[config.mk]
export PLATFORM = sky130hd
export DESIGN_NAME = mips_multicycle_ctrl
export DESIGN_NICKNAME = d
export VERILOG_FILES = /design/src/rtl/mips_multicycle_ctrl.sv
export SDC_FILE = /design/constraint.sdc
export NUM_CORES = 1
export LEC_CHECK = 0
export BUFFER_PORTS_ARGS = -buffer_cell sky130_fd_sc_hd__buf_2
export CELL_PAD_IN_SITES_DETAIL_PLACEMENT = 0
export CELL_PAD_IN_SITES_GLOBAL_PLACEMENT = 1
export CORE_MARGIN = 3
export CORE_UTILIZATION = 30
export CTS_BUF_LIST = sky130_fd_sc_hd__clkbuf_8 sky130_fd_sc_hd__clkbuf_16
export DETAILED_ROUTE_END_ITERATION = 10
export GPL_TIMING_DRIVEN = 0
export PLACE_DENSITY_LB_ADDON = 0.1
export SYNTH_ARGS = -nofsm -noshare
export SYNTH_HDL_FRONTEND = slang
export SYNTH_SLANG_ARGS = --single-unit
[constraint.sdc]
create_clock -name clk -period 1.9 [get_ports clk]
set_clock_uncertainty 0.2 [all_clocks]
set_input_delay 0.19 -clock clk [delete_from_list [all_inputs] [get_ports clk]]
set_output_delay 0.19 -clock clk [all_outputs]
set_load 0.005 [all_outputs]
[src/rtl/mips_multicycle_ctrl.sv]
// Multicycle MIPS control sequencer: one shared ALU and one shared memory port,
// stepped through fetch/decode/execute/memory/writeback states with a ready stall.
module mips_multicycle_ctrl (
    input  logic       clk,
    input  logic       rst_n,
    input  logic [5:0] op,
    input  logic [5:0] funct,
    input  logic       zero,
    input  logic       mem_ready,
    output logic       pc_en,
    output logic [1:0] pc_src,
    output logic       iord,
    output logic       mem_read,
    output logic       mem_write,
    output logic       ir_write,
    output logic       reg_write,
    output logic [1:0] reg_dst,
    output logic [1:0] mem_to_reg,
    output logic       alu_src_a,
    output logic [1:0] alu_src_b,
    output logic [2:0] alu_op,
    output logic       instr_done,
    output logic       halted,
    output logic [3:0] state
);

    typedef enum logic [3:0] {
        S_FETCH    = 4'd0,
        S_DECODE   = 4'd1,
        S_MEM_ADDR = 4'd2,
        S_MEM_RD   = 4'd3,
        S_MEM_WB   = 4'd4,
        S_MEM_WR   = 4'd5,
        S_R_EXEC   = 4'd6,
        S_R_WB     = 4'd7,
        S_I_EXEC   = 4'd8,
        S_I_WB     = 4'd9,
        S_BRANCH   = 4'd10,
        S_JUMP     = 4'd11,
        S_JAL      = 4'd12,
        S_JR       = 4'd13,
        S_TRAP     = 4'd14
    } state_t;

    localparam logic [5:0] OP_RTYPE = 6'b000000;
    localparam logic [5:0] OP_LW    = 6'b100011;
    localparam logic [5:0] OP_SW    = 6'b101011;
    localparam logic [5:0] OP_ADDI  = 6'b001000;
    localparam logic [5:0] OP_ANDI  = 6'b001100;
    localparam logic [5:0] OP_BEQ   = 6'b000100;
    localparam logic [5:0] OP_J     = 6'b000010;
    localparam logic [5:0] OP_JAL   = 6'b000011;
    localparam logic [5:0] FN_JR    = 6'b001000;

    localparam logic [2:0] ALU_FUNCT = 3'b000;
    localparam logic [2:0] ALU_ADD   = 3'b001;
    localparam logic [2:0] ALU_ADDI  = 3'b010;
    localparam logic [2:0] ALU_AND   = 3'b011;
    localparam logic [2:0] ALU_SUB   = 3'b110;

    state_t state_q;
    state_t state_d;
    // run_q stays low through reset and for the cycle in which rst_n is first
    // sampled high, so every output is gated off until the first real fetch cycle.
    logic   run_q;

    logic       pc_en_c;
    logic [1:0] pc_src_c;
    logic       iord_c;
    logic       mem_read_c;
    logic       mem_write_c;
    logic       ir_write_c;
    logic       reg_write_c;
    logic [1:0] reg_dst_c;
    logic [1:0] mem_to_reg_c;
    logic       alu_src_a_c;
    logic [1:0] alu_src_b_c;
    logic [2:0] alu_op_c;
    logic       instr_done_c;
    logic       halted_c;

    always_ff @(posedge clk or negedge rst_n) begin
        if (!rst_n) begin
            state_q <= S_FETCH;
            run_q   <= 1'b0;
        end else begin
            state_q <= state_d;
            run_q   <= 1'b1;
        end
    end

    always_comb begin
        state_d      = state_q;
        pc_en_c      = 1'b0;
        pc_src_c     = 2'b00;
        iord_c       = 1'b0;
        mem_read_c   = 1'b0;
        mem_write_c  = 1'b0;
        ir_write_c   = 1'b0;
        reg_write_c  = 1'b0;
        reg_dst_c    = 2'b00;
        mem_to_reg_c = 2'b00;
        alu_src_a_c  = 1'b0;
        alu_src_b_c  = 2'b00;
        alu_op_c     = ALU_FUNCT;
        instr_done_c = 1'b0;
        halted_c     = 1'b0;

        case (state_q)
            S_FETCH: begin
                // PC+4 is written back in the same cycle the IR captures the word.
                mem_read_c  = 1'b1;
                alu_src_b_c = 2'b01;
                alu_op_c    = ALU_ADD;
                ir_write_c  = mem_ready;
                pc_en_c     = mem_ready;
                if (mem_ready) begin
                    state_d = S_DECODE;
                end
            end
            S_DECODE: begin
                alu_src_b_c = 2'b11;
                alu_op_c    = ALU_ADD;
                case (op)
                    OP_RTYPE: state_d = (funct == FN_JR) ? S_JR : S_R_EXEC;
                    OP_LW,
                    OP_SW:    state_d = S_MEM_ADDR;
                    OP_ADDI,
                    OP_ANDI:  state_d = S_I_EXEC;
                    OP_BEQ:   state_d = S_BRANCH;
                    OP_J:     state_d = S_JUMP;
                    OP_JAL:   state_d = S_JAL;
                    default:  state_d = S_TRAP;
                endcase
            end
            S_MEM_ADDR: begin
                alu_src_a_c = 1'b1;
                alu_src_b_c = 2'b10;
                alu_op_c    = ALU_ADD;
                state_d     = (op == OP_LW) ? S_MEM_RD : S_MEM_WR;
            end
            S_MEM_RD: begin
                mem_read_c = 1'b1;
                iord_c     = 1'b1;
                if (mem_ready) begin
                    state_d = S_MEM_WB;
                end
            end
            S_MEM_WB: begin
                reg_write_c  = 1'b1;
                reg_dst_c    = 2'b00;
                mem_to_reg_c = 2'b01;
                instr_done_c = 1'b1;
                state_d      = S_FETCH;
            end
            S_MEM_WR: begin
                mem_write_c = 1'b1;
                iord_c      = 1'b1;
                if (mem_ready) begin
                    instr_done_c = 1'b1;
                    state_d      = S_FETCH;
                end
            end
            S_R_EXEC: begin
                alu_src_a_c = 1'b1;
                alu_src_b_c = 2'b00;
                alu_op_c    = ALU_FUNCT;
                state_d     = S_R_WB;
            end
            S_R_WB: begin
                reg_write_c  = 1'b1;
                reg_dst_c    = 2'b01;
                mem_to_reg_c = 2'b00;
                instr_done_c = 1'b1;
                state_d      = S_FETCH;
            end
            S_I_EXEC: begin
                alu_src_a_c = 1'b1;
                alu_src_b_c = 2'b10;
                alu_op_c    = (op == OP_ANDI) ? ALU_AND : ALU_ADDI;
                state_d     = S_I_WB;
            end
            S_I_WB: begin
                reg_write_c  = 1'b1;
                reg_dst_c    = 2'b00;
                mem_to_reg_c = 2'b00;
                instr_done_c = 1'b1;
                state_d      = S_FETCH;
            end
            S_BRANCH: begin
                // ALUOut holds the target computed in DECODE; the ALU now compares rs/rt.
                alu_src_a_c  = 1'b1;
                alu_src_b_c  = 2'b00;
                alu_op_c     = ALU_SUB;
                pc_src_c     = 2'b01;
                pc_en_c      = zero;
                instr_done_c = 1'b1;
                state_d      = S_FETCH;
            end
            S_JUMP: begin
                pc_src_c     = 2'b10;
                pc_en_c      = 1'b1;
                instr_done_c = 1'b1;
                state_d      = S_FETCH;
            end
            S_JAL: begin
                // The register file samples the PC before this edge, i.e. PC+4.
                reg_write_c  = 1'b1;
                reg_dst_c    = 2'b10;
                mem_to_reg_c = 2'b10;
                pc_src_c     = 2'b10;
                pc_en_c      = 1'b1;
                instr_done_c = 1'b1;
                state_d      = S_FETCH;
            end
            S_JR: begin
                pc_src_c     = 2'b11;
                pc_en_c      = 1'b1;
                instr_done_c = 1'b1;
                state_d      = S_FETCH;
            end
            S_TRAP: begin
                halted_c = 1'b1;
                state_d  = S_TRAP;
            end
            default: begin
                state_d = S_TRAP;
            end
        endcase

        if (!run_q) begin
            state_d = S_FETCH;
        end
    end

    assign pc_en      = run_q & pc_en_c;
    assign pc_src     = run_q ? pc_src_c : 2'b00;
    assign iord       = run_q & iord_c;
    assign mem_read   = run_q & mem_read_c;
    assign mem_write  = run_q & mem_write_c;
    assign ir_write   = run_q & ir_write_c;
    assign reg_write  = run_q & reg_write_c;
    assign reg_dst    = run_q ? reg_dst_c : 2'b00;
    assign mem_to_reg = run_q ? mem_to_reg_c : 2'b00;
    assign alu_src_a  = run_q & alu_src_a_c;
    assign alu_src_b  = run_q ? alu_src_b_c : 2'b00;
    assign alu_op     = run_q ? alu_op_c : 3'b000;
    assign instr_done = run_q & instr_done_c;
    assign halted     = run_q & halted_c;
    assign state      = state_q;

endmodule

# Word-level counts from Yosys, hierarchy flattened
# Index checks and enable logic that the tools add are counted.
# classes
add_sub_neg,0
multipliers,0
n_mux,29
shifts,0
order_cmp,0
n_div,0
bitwise,9
n_eq_ne,25
reduce_logical,14
# ops
cell,count
one-hot mux 4 bit (8 select lines),1
"equality test 4 bit, second input constant",7
one-hot mux 4 bit (6 select lines),1
2-to-1 mux 4 bit,5
"equality test 6 x 4 -> 1 bit, second input constant",3
"equality test 4 x 3 -> 1 bit, second input constant",4
"equality test 6 x 2 -> 1 bit, second input constant",2
"equality test 6 bit, second input constant",2
one-hot mux 2 bit (3 select lines),2
OR reduction 2 bit,6
AND 1 bit,9
2-to-1 mux 1 bit,9
"inequality test 3 bit, second input constant",3
one-hot mux 3 bit (3 select lines),1
"equality test 4 x 2 -> 1 bit, second input constant",2
2-to-1 mux 2 bit,4
one-hot mux 2 bit (2 select lines),2
OR reduction 4 bit,2
OR reduction 7 bit,1
"equality test 6 x 3 -> 1 bit, second input constant",1
logical NOT 6 bit,1
2-to-1 mux 3 bit,2
OR reduction 3 bit,2
"equality test 4 x 1 -> 1 bit, second input constant",1
other kinds (4),4
# totals
latchBits,0
mem_bits_ro,0
out_inout_bits,24
inputBits,16
wordCells,79
mem_bits_rw,0
reg_bits,5
mem_count,0

# Depth between registers and ports, before layout
# depth
depth_word,5
depth_mapped,5
ltp_nobuf,4

# Least setup slack after synthesis
# No wires, ideal clock.
# synth_timing
kind,register -> output
start,"register state_q[3], in the netlist state[3]"
end,output instr_done
required_ns,1.510
slack_ns,0.162
arrival_time_ns,1.348
path_buffers,2
path_stages_with_launch,5
path_cell_list,dfrtp_1 > buf_2 > buf_1 > a21oi_1 > a2111oi_0
# synth_between
elab_chain_cells,4
word_cells_on_any_way,11
cone_classes,8 x eq/ne; 1 x mux; 1 x bitwise; 1 x reduce/logical
# synth_rtl
item,line_no,source
from (decl),61,state_t state_q;
from (signal assigned),87,state_q <= state_d;
equality test 4 bit / equality test 4 x 3 -> 1 bit (equally long branches),109,case (state_q)
OR reduction 7 bit (no line),--,
one-hot mux 1 bit (2 select lines) (*),109,
AND 1 bit (*),248,assign instr_done = run_q & instr_done_c;
to (decl),22,"output logic instr_done,"
# Mark *: on every way between the ends. The rest lies on a longest branch, timed or not.

# Worst setup path after layout
# layout_timing
start,"register state_q[2], in the netlist state[2]"
end,output pc_en
# layout_between
elab_chain_cells,4
word_cells_on_any_way,8
cone_classes,4 x eq/ne; 1 x mux; 1 x bitwise; 2 x reduce/logical
# layout_rtl
item,line_no,source
equality test 4 bit,109,
OR reduction 3 bit (no line),--,
one-hot mux 1 bit (3 select lines) (*),109,
AND 1 bit (*),236,assign pc_en = run_q & pc_en_c;
to (decl),10,"output logic pc_en,"
# Marked as above.

==> results.sh <==
export IMPL_postRouteAntennaNets=0
export IMPL_grt_util_met1_pct=22.8
export IMPL_die_width_um=57.2
export IMPL_slew_viol_final=0
export IMPL_worstSetupPathType="register to output port"
export IMPL_post_placement_cell_area_mm2=0.00102
export IMPL_unique_masters_post_synth=46
export IMPL_drt_initial_drc_count=40
export IMPL_async_reset_ff_share_pct=100
export IMPL_starting_utilization_of_the_core_area_pct=33.6
export IMPL_syn_nets=133
export IMPL_postSynthCellCount=117
export IMPL_gp_routability_congestion=0.848
export IMPL_yosys_warnings=0
export IMPL_antenna_cells_inserted=0
export IMPL_grt_use_total_pct=15.4
export IMPL_post_route_cells_drive_above_1_share_pct=50.6
export IMPL_yosys_area_top_type_share_pct=15.9
export IMPL_timing_final_hold_violations=0
export IMPL_detail_route_vias_per_cell=5.37
export IMPL_netSwitchingFraction_pct=44.5
export IMPL_grt_pass1_vias=904
export IMPL_gr_usage_met3_pct=2.71
export IMPL_setup_viol=1
export IMPL_power_switching_w=0.000688
export IMPL_power_sequential_fraction_pct=11.5
export IMPL_remaining_drc_errors=0
export IMPL_timing_hold_ws_ps=112
export IMPL_crit_path_start="state[2]"
export IMPL_grt_busiest_layer="met2"
export IMPL_io_buffer_count=39
export IMPL_fp_dieArea_mm2=0.00327
export IMPL_cts_buffers=3
export IMPL_finalNonFillerCells=202
export IMPL_synthFlopType="sky130_fd_sc_hd__dfrtp_1"
export IMPL_n_fill_cell=237
export IMPL_crit_required_ps=1510
export IMPL_synth_to_layout_area_growth_pct=64.2
export IMPL_crit_reg2reg_launch="state[2]"
export IMPL_numPlacedInstances=184
export IMPL_start_kind="register"
export IMPL_clock_network_fraction_of_design_power_pct=12.3
export IMPL_power_share_combinational_pct=76.2
export IMPL_layout_commonest_cell="sky130_fd_sc_hd__buf_2"
export IMPL_vdd_drop_max_uv=835
export IMPL_grt_max_degree=11
export IMPL_syn_area_per_cell_um2=6.72
export IMPL_multi_input_comb_area_um2=671
export IMPL_synth_seq_area_share_pct=15.9
export IMPL_max_freq_mhz=525
export IMPL_seqCellArea_um2=126
export IMPL_post_synth_main_area_contributors="sky130_fd_sc_hd__dfrtp_1 16%, sky130_fd_sc_hd__nor2_1 9.1%, sky130_fd_sc_hd__nand2_1 5.3%"
export IMPL_tritoncts_num_sinks=5
export IMPL_worst_setup_hold_path_clk_slew_ps=30
export IMPL_cp_data_arrival_time_ps=1510
export IMPL_dp_final_hpwl_mm=2.00
export IMPL_floorplan_core_area_mm2=0.00234
export IMPL_cts_tree="built"
export IMPL_finalWirelength_mm=2.85
export IMPL_most_common_layout_cells="41 x sky130_fd_sc_hd__buf_2, 17 x sky130_fd_sc_hd__nor2_1, 14 x sky130_fd_sc_hd__buf_4"
export IMPL_layout_setup_ws_ps=-4.83
export IMPL_worst_setup_path_end_kind="output port"
export IMPL_worst_hold_path_type="input pin to async pin"
export IMPL_place_worst_setup_slack_ps=-78.3
export IMPL_failed_checks="negative setup slack"
export IMPL_synth_largest_area_cell="sky130_fd_sc_hd__dfrtp_1"
export IMPL_status="finished with violations"
export IMPL_met2_grt_util_pct=24.3
export IMPL_first_pass_iteration_count_of_the_detailed_router=4
export IMPL_leakagePower_nw=0.692
export IMPL_grt_setup_unrepaired="true"
export IMPL_wl_per_cell_um=14.1
export IMPL_fin_crit_sh_pct=100
export IMPL_synth_enable_flop_cells=0
export IMPL_cts_max_level=1
export IMPL_stdcell_area_mm2=0.00129
export IMPL_report_power_total_w=0.00155
export IMPL_grt_pass1_wl_mm=4.13
export IMPL_clock_root_buffer="sky130_fd_sc_hd__clkbuf_8"
export IMPL_boundaryPins=40
export IMPL_antenna_found_initial=0
export IMPL_cp_max_fo=5
export IMPL_insertion_delay_ps=220
export IMPL_netlist_area_um2=786
export IMPL_layout_nets=191
export IMPL_p_per_area_mw_per_mm2=1200
export IMPL_globalRouteOverflowTotal=0
export IMPL_rows=17
export IMPL_min_period_ps=1900
export IMPL_route_vias_total=1084
export IMPL_die_y_um=57.2
export IMPL_cap_violations=0
export IMPL_max_clock_path_buffers=2
export IMPL_ys_ff_latch=5
export IMPL_internal_power_w=0.000859
[kinds of logic (layout without fill, tap and decap cells)]
group / Yosys count / in the layout / synth area share, %
xor+xnor: 3 / 3 / 3.34
simple gates: 65 / 65 / 42.7
compound gates: 29 / 29 / 28.0
flops: 5 / 5 / 15.9
mux: 1 / 1 / 1.43
buf+inv: 13 / 70 / 8.12
other cells: 1 / 1 / 0.477
[final timing paths]
kind / to / slack, ps / depth (start not counted)
max reg2reg: state[1] / 50 / 6
max in group asynchronous: state[0] / 1250 / 2
min reg2reg: state[1] / 590 / 4
min: state[1] / 110 / 2
max: pc_en / -5 / 6
min in group clk: state[3] / 210 / 4
[state kept, by name, indices dropped and copies added, names as in the netlist]
signal,cells
state,4
run_q,1
[final cells by class]
class / count / share of cell area, %
multi-input combinational: 99 / 52.0
inverter: 4 / 1.65
timing repair buffer: 53 / 23.3
clock buffer: 3 / 3.20
sequential: 5 / 9.80
clock inverter: 1 / 0.291
tap: 28 / 2.72
buffer: 9 / 7.08
[power by group through the flow]
stage          Sequential, W  Clock (W)  Combinational (W)
2_1_floorplan       0.000170          0           0.000572
5_1_grt             0.000182   0.000207            0.00127
4_1_cts             0.000177   0.000195           0.000892
6_report            0.000177   0.000191            0.00118
3_3_place_gp        0.000169          0           0.000840
3_5_place_dp        0.000174          0           0.000838
[routing by layer]
metal	part of all wire (%)	up-vias
li1	-	535
met1	46	503
met2	46	44
met3	7.3	2
met4	0.67	0
met5	0	-
[Yosys cell counts, drive strengths merged (3+ instances only)]
library cell   n
nor2          19
a21oi          6
nor2b          4
nand2         11
inv            4
nand2b         4
xor2           3
nand3          5
a31oi          3
nor3           4
or2            4
buf            8
dfrtp          5
o21ai          3
and3           3
[metrics by stage]
step                      utilization, %  TNS [ps]
after floorplan                        -         0
after global placement              43.4     -23.6
after detailed placement            43.4     -78.3
after CTS                           47.2      -202
after global routing                55.1      -224
final                               55.1     -4.83
[worst max-delay path: stages (launching register included)]
cell and delay (ps):
sky130_fd_sc_hd__dfrtp_1 400, sky130_fd_sc_hd__buf_6 150, sky130_fd_sc_hd__inv_4 80, sky130_fd_sc_hd__mux2_2 340, sky130_fd_sc_hd__nor3_2 130, sky130_fd_sc_hd__a211o_1 110
sky130_fd_sc_hd__buf_2 100
[timing repair]
item	in CTS	in global routing
cloned	0	1
endpoints found under the setup margin	15	10
pin swaps	0	6
hold buffers	1	0
hold endpoints to repair	5	0
resized for setup	14	27
setup buffers	0	12
No activity file was read; power rests on OpenSTA's default activity.
